<file path="src/rtl/fetch_queue_if.sv">
// fetch_queue_if -- handshake bundle between fetch, the fetch queue and decode.
//
// Handshake rule for both streams: a transfer happens on a rising clock edge
// where valid and ready are both high; valid never waits on ready, and the
// payload is only meaningful while valid is high.
//
// Signals:
//   in_valid / in_ready / in_addr / in_instr     fetch -> queue stream
//   out_valid / out_ready / out_addr / out_instr queue -> decode stream
//
// Modports:
//   slave  : the queue's view (consumes the in_* stream, produces out_*)
//   master : the surrounding pipeline's view (fetch + decode)
interface fetch_queue_if #(
  parameter int XLEN = 32
);
  logic            in_valid;
  logic            in_ready;
  logic [XLEN-1:0] in_addr;
  logic [XLEN-1:0] in_instr;
  logic            out_valid;
  logic            out_ready;
  logic [XLEN-1:0] out_addr;
  logic [XLEN-1:0] out_instr;

  modport slave (
    input  in_valid, in_addr, in_instr, out_ready,
    output in_ready, out_valid, out_addr, out_instr
  );

  modport master (
    output in_valid, in_addr, in_instr, out_ready,
    input  in_ready, out_valid, out_addr, out_instr
  );
endinterface

</file>
<file path="src/rtl/fetch_queue.sv">
// fetch_queue -- instruction fetch queue (FIFO of {address, instruction}).
//
// Entries pushed by fetch leave towards decode in push order. A push in cycle
// N is visible at the head in cycle N+1. flush drops every entry (redirect);
// reset has priority over flush, flush over push/pop.
//
// Optional feature macro: FETCH_QUEUE_BYPASS_EN
//   When defined, an empty queue forwards the offered entry combinationally
//   to decode; if decode takes it in the same cycle it is never stored.
//
// Ports:
//   clock  in   rising-edge clock
//   reset  in   synchronous, active-high reset
//   flush  in   discard all entries
//   bus    slave modport of fetch_queue_if (in_* / out_* handshakes)
//   count  out  number of stored entries
module fetch_queue #(
  parameter int XLEN  = 32,
  parameter int DEPTH = 4
) (
  input  logic                       clock,
  input  logic                       reset,
  input  logic                       flush,
  fetch_queue_if.slave               bus,
  output logic [$clog2(DEPTH+1)-1:0] count
);
  localparam int PW = $clog2(DEPTH);
  localparam int CW = $clog2(DEPTH + 1);
  localparam logic [CW-1:0] DEPTH_C = CW'(DEPTH);

  logic [XLEN-1:0] r_addr_mem  [DEPTH];
  logic [XLEN-1:0] r_instr_mem [DEPTH];
  logic [PW-1:0]   r_rd_ptr;
  logic [PW-1:0]   r_wr_ptr;
  logic [CW-1:0]   r_count;

  logic w_empty;
  logic w_full;
  logic w_push;
  logic w_pop;
  logic w_bypass_take;
  logic w_store;
  logic w_unload;

  assign w_empty = (r_count == '0);
  // Full means no push this cycle, even if a pop happens alongside it.
  assign w_full  = (r_count == DEPTH_C);

  assign bus.in_ready = !flush && !w_full;

`ifdef FETCH_QUEUE_BYPASS_EN
  // Empty queue: the offered entry is the head as seen by decode.
  assign bus.out_valid = !flush && (w_empty ? bus.in_valid : 1'b1);
  assign bus.out_addr  = (!flush && w_empty) ? bus.in_addr  : r_addr_mem[r_rd_ptr];
  assign bus.out_instr = (!flush && w_empty) ? bus.in_instr : r_instr_mem[r_rd_ptr];
  // Entry consumed straight through: neither storage nor pointers move.
  assign w_bypass_take = !flush && w_empty && bus.in_valid && bus.out_ready;
`else
  assign bus.out_valid = !flush && !w_empty;
  assign bus.out_addr  = r_addr_mem[r_rd_ptr];
  assign bus.out_instr = r_instr_mem[r_rd_ptr];
  assign w_bypass_take = 1'b0;
`endif

  assign w_push   = bus.in_valid  && bus.in_ready;
  assign w_pop    = bus.out_valid && bus.out_ready;
  assign w_store  = w_push && !w_bypass_take;
  assign w_unload = w_pop  && !w_bypass_take;

  assign count = r_count;

  // Pointers are PW bits wide, so +1 wraps DEPTH-1 -> 0 (DEPTH is a power of two).
  always_ff @(posedge clock) begin
    if (reset || flush) begin
      r_rd_ptr <= '0;
      r_wr_ptr <= '0;
      r_count  <= '0;
    end else begin
      if (w_store)  r_wr_ptr <= r_wr_ptr + 1'b1;
      if (w_unload) r_rd_ptr <= r_rd_ptr + 1'b1;
      case ({w_store, w_unload})
        2'b10:   r_count <= r_count + 1'b1;
        2'b01:   r_count <= r_count - 1'b1;
        default: r_count <= r_count;
      endcase
    end
  end

  // Storage is written only on a real stored push; never cleared.
  always_ff @(posedge clock) begin
    if (!reset && !flush && w_store) begin
      r_addr_mem[r_wr_ptr]  <= bus.in_addr;
      r_instr_mem[r_wr_ptr] <= bus.in_instr;
    end
  end
endmodule

</file>
<file path="src/flat_wrapper.sv">
// flat-port wrapper written by rule: the top's interface ports become plain ports
module fetch_queue_flat 
#(
  parameter int XLEN  = 32,
  parameter int DEPTH = 4
)
  (clock, reset, flush, count, bus_in_valid, bus_in_addr, bus_in_instr, bus_out_ready, bus_in_ready, bus_out_valid, bus_out_addr, bus_out_instr);
  fetch_queue_if #(.XLEN(XLEN)) bus_i ();
  input  logic clock;
  input  logic reset;
  input  logic flush;
  output logic [$clog2(DEPTH+1)-1:0] count;
  input wire logic [$bits(bus_i.in_valid)-1:0] bus_in_valid;
  input wire logic [$bits(bus_i.in_addr)-1:0] bus_in_addr;
  input wire logic [$bits(bus_i.in_instr)-1:0] bus_in_instr;
  input wire logic [$bits(bus_i.out_ready)-1:0] bus_out_ready;
  output wire logic [$bits(bus_i.in_ready)-1:0] bus_in_ready;
  output wire logic [$bits(bus_i.out_valid)-1:0] bus_out_valid;
  output wire logic [$bits(bus_i.out_addr)-1:0] bus_out_addr;
  output wire logic [$bits(bus_i.out_instr)-1:0] bus_out_instr;
  assign bus_i.in_valid = bus_in_valid;
  assign bus_i.in_addr = bus_in_addr;
  assign bus_i.in_instr = bus_in_instr;
  assign bus_i.out_ready = bus_out_ready;
  assign bus_in_ready = bus_i.in_ready;
  assign bus_out_valid = bus_i.out_valid;
  assign bus_out_addr = bus_i.out_addr;
  assign bus_out_instr = bus_i.out_instr;
  fetch_queue #(.XLEN(XLEN), .DEPTH(DEPTH)) u_core (.clock(clock), .reset(reset), .flush(flush), .bus(bus_i), .count(count));
endmodule
</file>
<file path="config.mk">
export PLATFORM = sky130hd
export DESIGN_NAME = fetch_queue_flat
export DESIGN_NICKNAME = d
export VERILOG_FILES = /design/src/rtl/fetch_queue_if.sv /design/src/rtl/fetch_queue.sv /design/src/flat_wrapper.sv
export SDC_FILE = /design/constraint.sdc
export NUM_CORES = 1
export LEC_CHECK = 0
export BUFFER_PORTS_ARGS = -buffer_cell sky130_fd_sc_hd__buf_2
export CAP_MARGIN = 20
export CORE_UTILIZATION = 40
export CTS_CLUSTER_SIZE = 8
export DETAILED_ROUTE_END_ITERATION = 8
export PLACE_DENSITY = 0.56
export SYNTH_ARGS = -nofsm -noshare
export SYNTH_HDL_FRONTEND = slang
export SYNTH_SLANG_ARGS = --single-unit
</file>
<file path="constraint.sdc">
create_clock -name clock -period 8.9 [get_ports clock]
set_input_delay 1.78 -clock clock [delete_from_list [all_inputs] [get_ports clock]]
set_output_delay 1.78 -clock clock [all_outputs]
set_load 0.005 [all_outputs]
</file>
# After elaboration in Yosys (flattened, before gate mapping)
# Memory sizes are Yosys's and may differ from the RTL's. A register that Yosys moved wholly into a read port is not among the register bits.
# Index checks and enable logic that the tools add are counted.
# Widths: inputs -> output; s select.
[word_totals]
ff_bits = 7
latch_bits = 0
mem_bits_rw = 256
romBits = 0
input_bits = 69
out_inout_bits = 69
wordCells = 32
n_memories = 2
[op_classes]
add_sub_neg = 4
mul = 0
div_mod_pow = 0
order_cmp = 0
eq_ne = 3
shift = 0
n_mux = 7
n_bitwise = 0
n_reduce_logical = 13
[mem_list]
columns = ["memory", "words", "word_bits", "read_ports", "rd_ports_with_merged_regs", "wr", "line_no", "text"]
rows = [
  ["u_core.r_addr_mem", 4, 32, 1, 1, 1, "fetch_queue.sv:31", "logic [XLEN-1:0] r_addr_mem [DEPTH];"],
  ["u_core.r_instr_mem", 4, 32, 1, 1, 1, "fetch_queue.sv:32", "logic [XLEN-1:0] r_instr_mem [DEPTH];"],
]
[op_table]
columns = ["op", "count"]
rows = [
  ["$mux 2", 4],
  ["$logic_and 1x1->1", 6],
  ["$pmux 3 s2", 1],
  ["$add 2x1->2 const B", 2],
  ["$logic_not 1->1", 4],
  ["$add 3x1->3 const B", 1],
  ["$eq 3x3->1 const B", 1],
  ["$logic_not 3->1", 1],
  ["$sub 3x1->3 const B", 1],
  ["$eq 2x1->1 const B", 1],
  ["$eq 2x2->1 const B", 1],
  ["$mux 1", 2],
  ["$reduce_bool 2->1", 1],
  ["$logic_or 1x1->1", 1],
]

# Depth between registers and ports, before layout
[logic_depth]
word_depth = 7
depth_mapped = 8
mapped_depth_nobuf = 8

# Worst setup path before layout
# Ideal clock, no wire load.
[synth_path]
kind = "input to register"
start = "in flush"
end = "mem u_core.r_addr_mem[1][0], enable pin"
setup_time_ns = 0.578
t_arrival_ns = 6.806
t_required_ns = 8.322
slack_ns = 1.516
cell_stages = 2
path_buffers = 0
cell_sequence = "nand3b_2 > nor3b_1"
[synth_between]
elab_chain_cells = 6
word_cells_on_any_way = 7
cone_classes = "mux: 2; reduce/logical: 5"
[synth_lines]
columns = ["element", "line_no", "text"]
rows = [
  ["from (decl)", "flat_wrapper.sv:11", "input logic flush;"],
  ["$logic_not 1->1 *", "fetch_queue.sv:49, fetch_queue.sv:91", ""],
  ["$logic_and 1x1->1", "fetch_queue.sv:49", "assign bus.in_ready = !flush && !w_full;"],
  ["$logic_and 1x1->1", "fetch_queue.sv:65", "assign w_push = bus.in_valid && bus.in_ready;"],
  ["$logic_and 1x1->1 *", "fetch_queue.sv:91", "if (!reset && !flush && w_store) begin"],
  ["$mux 1 *", "fetch_queue.sv:91", ""],
  ["$mux 1 (not written as such) *", "fetch_queue.sv:92", "r_addr_mem[r_wr_ptr] <= bus.in_addr;"],
  ["to (decl)", "fetch_queue.sv:31", ""],
]
# Every way passes the cells marked *; elsewhere a longest branch is shown, timed or not.

==> summary.md <==
| Metric | Value |
|---|---|
| Longest Clk Path Bufs | `3` |
| Via count | `4556` |
| Io pins | `138` |
| Initial Util | `0.413` |
| Maximum vdd drop | `0.000131 V` |
| Synth Register Bits | `265` |
| Number of synthesized flops with an enable pin | `256` |
| GRT Util Overall | `0.151` |
| TNS Setup | `0 ns` |
| Core footprint | `23800 µm²` |
| Share of cells above drive strength 1 | `0.454` |
| Global-route wire length before repair | `27.7 mm` |
| Rows | `56` |
| Final worst slack | `4.58 ns` |
| Initial antenna violation count | `2` |
| Measured slew at the worst slew-check pin | `0.985 ns` |
| Commonest non-fill, non-tap cell in the layout | `edfxtp_1` |
| RSZ-0062 raised after global routing | `false` |
| CP endpoint kind | `output pin` |
| Commonest cells after routing, fill and taps aside | `edfxtp_1, buf_2, mux4_2` |
| Area share of the largest cell type after synthesis | `0.783` |
| Final Cycle Share | `0.486` |
| R2r setup slk | `6.46 ns` |
| Ys Warns | `0` |
| Final hold violation count | `0` |
| Area leader, netlist | `edfxtp_1` |
| # hold bufs at CTS | `0` |
| Worst-Skew Late Latency | `0.50 ns` |
| Routability Congestion | `0.681` |
| Via count of the first global-routing pass | `5044` |
| Status | `complete, no violations` |
| Tightest Hold Check Type | `reg2reg` |
| Max-cap violations | `0` |
| CTS sink count | `265` |
| Final worst clock skew | `0.0136 ns` |
| Width of the chip | `159 µm` |
| Fin nets | `638` |
| Setup Crit Path Kind | `reg2out` |
| Post-CTS Setup Inserts | `0` |
| Syn_nets | `464` |
| CP arrival | `2.54 ns` |
| Final setup viols | `0` |
| Pre-antenna DRT Iters | `4` |
| Slew margin rel. | `0.343` |
| Reg-to-reg endpoint | `u_core.count[2]` |
| Ranking of synthesized cells by area | `edfxtp_1, mux4_2, dfxtp_1` |
| Initial DRC Count | `247` |
| Area grow syn2layout | `21.4%` |
| Sequential element share of the synthesized area | `0.801` |
| Final ANT Viol Nets | `0` |
| Worst hold margin | `0.465 ns` |
| Path depth of the worst reg2reg path | `8` |
| WL final | `18.3 mm` |
| DRC | `0` |
| Max-slew violation count | `0` |
| Synth Cell Area | `9820 µm²` |
| Crit-path slowest cell | `mux4_1` |
| Via density | `5.12` |
| Crit Path Max Fanout | `35` |
| Tmin final | `4.32 ns` |
| Gr ovfl total | `0` |
| Place WS | `4.79 ns` |
| Static Leak | `3.95 nW` |
| Die area | `25200 µm²` |
| Routed len/inst | `20.6 µm` |
| Syn avg cell area | `25.2 µm²` |
| F_max | `0.231 GHz` |
| H-tree levels | `2` |
| Critical path startpoint category | `flip-flop` |
| Reg clk slew, reported paths | `0.05 ns` |
| Hold Path Stages | `2` |
| TritonCTS Buffers | `39` |
| Fillcell total | `1904` |
| Die H | `159 µm` |
| Post-synthesis cell count | `389` |
| Largest stage delay on the critical path | `0.61 ns` |
| Critical R2R Launch | `u_core.count[2]` |
| PortBufs | `137` |
| Hpwl dp | `10.6 mm` |
| Largest net degree at the start of global routing | `65` |
| Critical-path cell list | `buf_4, buf_16, mux4_1, buf_2` |
| Async SR Flop Fraction | `0` |
| CTS tree | `built` |
| CTS Root Cell | `clkbuf_16` |
| Pwr dens | `229 nW/µm²` |
| Hold Startpoint | `u_core.r_rd_ptr[1]` |
| PostCTS Resize Cnt | `0` |
| Post-synth cell types | `26` |
| CP Data Required Time | `7.12 ns` |
| Top_reg_cell synth | `edfxtp_1` |
-- state kept, by name (all words and copies together), names as in the netlist, named ones only --
| name | cells |
|---|---|
| u_core.count | 3 |
| u_core.r_addr_mem | 128 |
| u_core.r_wr_ptr | 2 |
| u_core.r_instr_mem | 128 |
| u_core.r_rd_ptr | 2 |
-- power by group --
group          switching (mW)  leakage, nW  internal (mW)
sequential            0.00307         2.39           1.38
combinational          0.0358         1.05         0.0296
clock                   0.480        0.514          0.796
total                   0.519         3.95           2.21
-- stage by stage --
step | cell area (µm²) | power, mW | cells | utilization
after floorplan | 9820 | 1.43 | 389 | -
after global placement | 10800 | 1.47 | 840 | 0.456
after detailed placement | 10800 | 1.47 | 840 | 0.456
after CTS | 11900 | 2.76 | 888 | 0.500
after global routing | 11900 | 2.81 | 889 | 0.502
final | 11900 | 2.73 | 890 | 0.502
-- logic make-up (layout without fill, tap and decap cells) --
family,after synthesis,in the layout,synth area share
buf+inv,19,200,0.0189
simple gates,24,24,0.0147
other cells,0,1,0
flops,265,265,0.801
mux,68,68,0.152
fa+ha+maj,6,6,0.00841
xor+xnor,2,2,0.00178
compound gates,5,5,0.00255
-- cell type report --
cell class	count	area, µm²	share of cell area
clock inverter	3	33.8	0.00284
tap	319	399	0.0335
antenna	1	2.50	0.000210
clock buffer	45	1020	0.0856
sequential	265	7880	0.661
inverter	5	18.8	0.00158
multi-input combinational	105	1790	0.150
timing repair buffer	147	781	0.0655
-- routing by layer --
metal / track usage / part of all wire / vias up
li1: - / - / 2000
met1: 0.180 / 0.40 / 2375
met2: 0.257 / 0.51 / 142
met3: 0.0460 / 0.069 / 37
met4: 0.0559 / 0.022 / 2
met5: 0 / 0.00044 / -
-- critical path: cells and delay by family, from the launching register on --
family | cells | cell delay, ns
multiplexers | 1 | 0.61
buffers and inverters | 3 | 0.88
flip-flops | 1 | 0.51
-- Yosys cell counts (2+ instances only) --
library cell and count:
buf_2 6, inv_1 5, xor2_1 2, nor3b_1 4, ha_1 5, edfxtp_1 256, nor2_1 5, nand2_1 5
a21oi_1 3, mux4_2 60, mux4_1 4, or3_1 3, mux2i_1 4, o21ai_0 2, dfxtp_1 9, buf_12 6
-- worst max-delay path by stage --
| stage | startpoint | to | slack, ns |
|---|---|---|---|
| floorplan | flush | u_core.r_addr_mem[1][0] | 1.52 |
| global placement | flip-flop | bus_out_instr[31] | 4.79 |
| CTS | flip-flop | bus_out_instr[31] | 4.24 |
| detailed placement | flip-flop | bus_out_instr[31] | 4.79 |
| global route | flip-flop | bus_out_instr[31] | 4.35 |
| finish | flip-flop | bus_out_instr[31] | 4.58 |
Power figures use the tool's default switching activity.
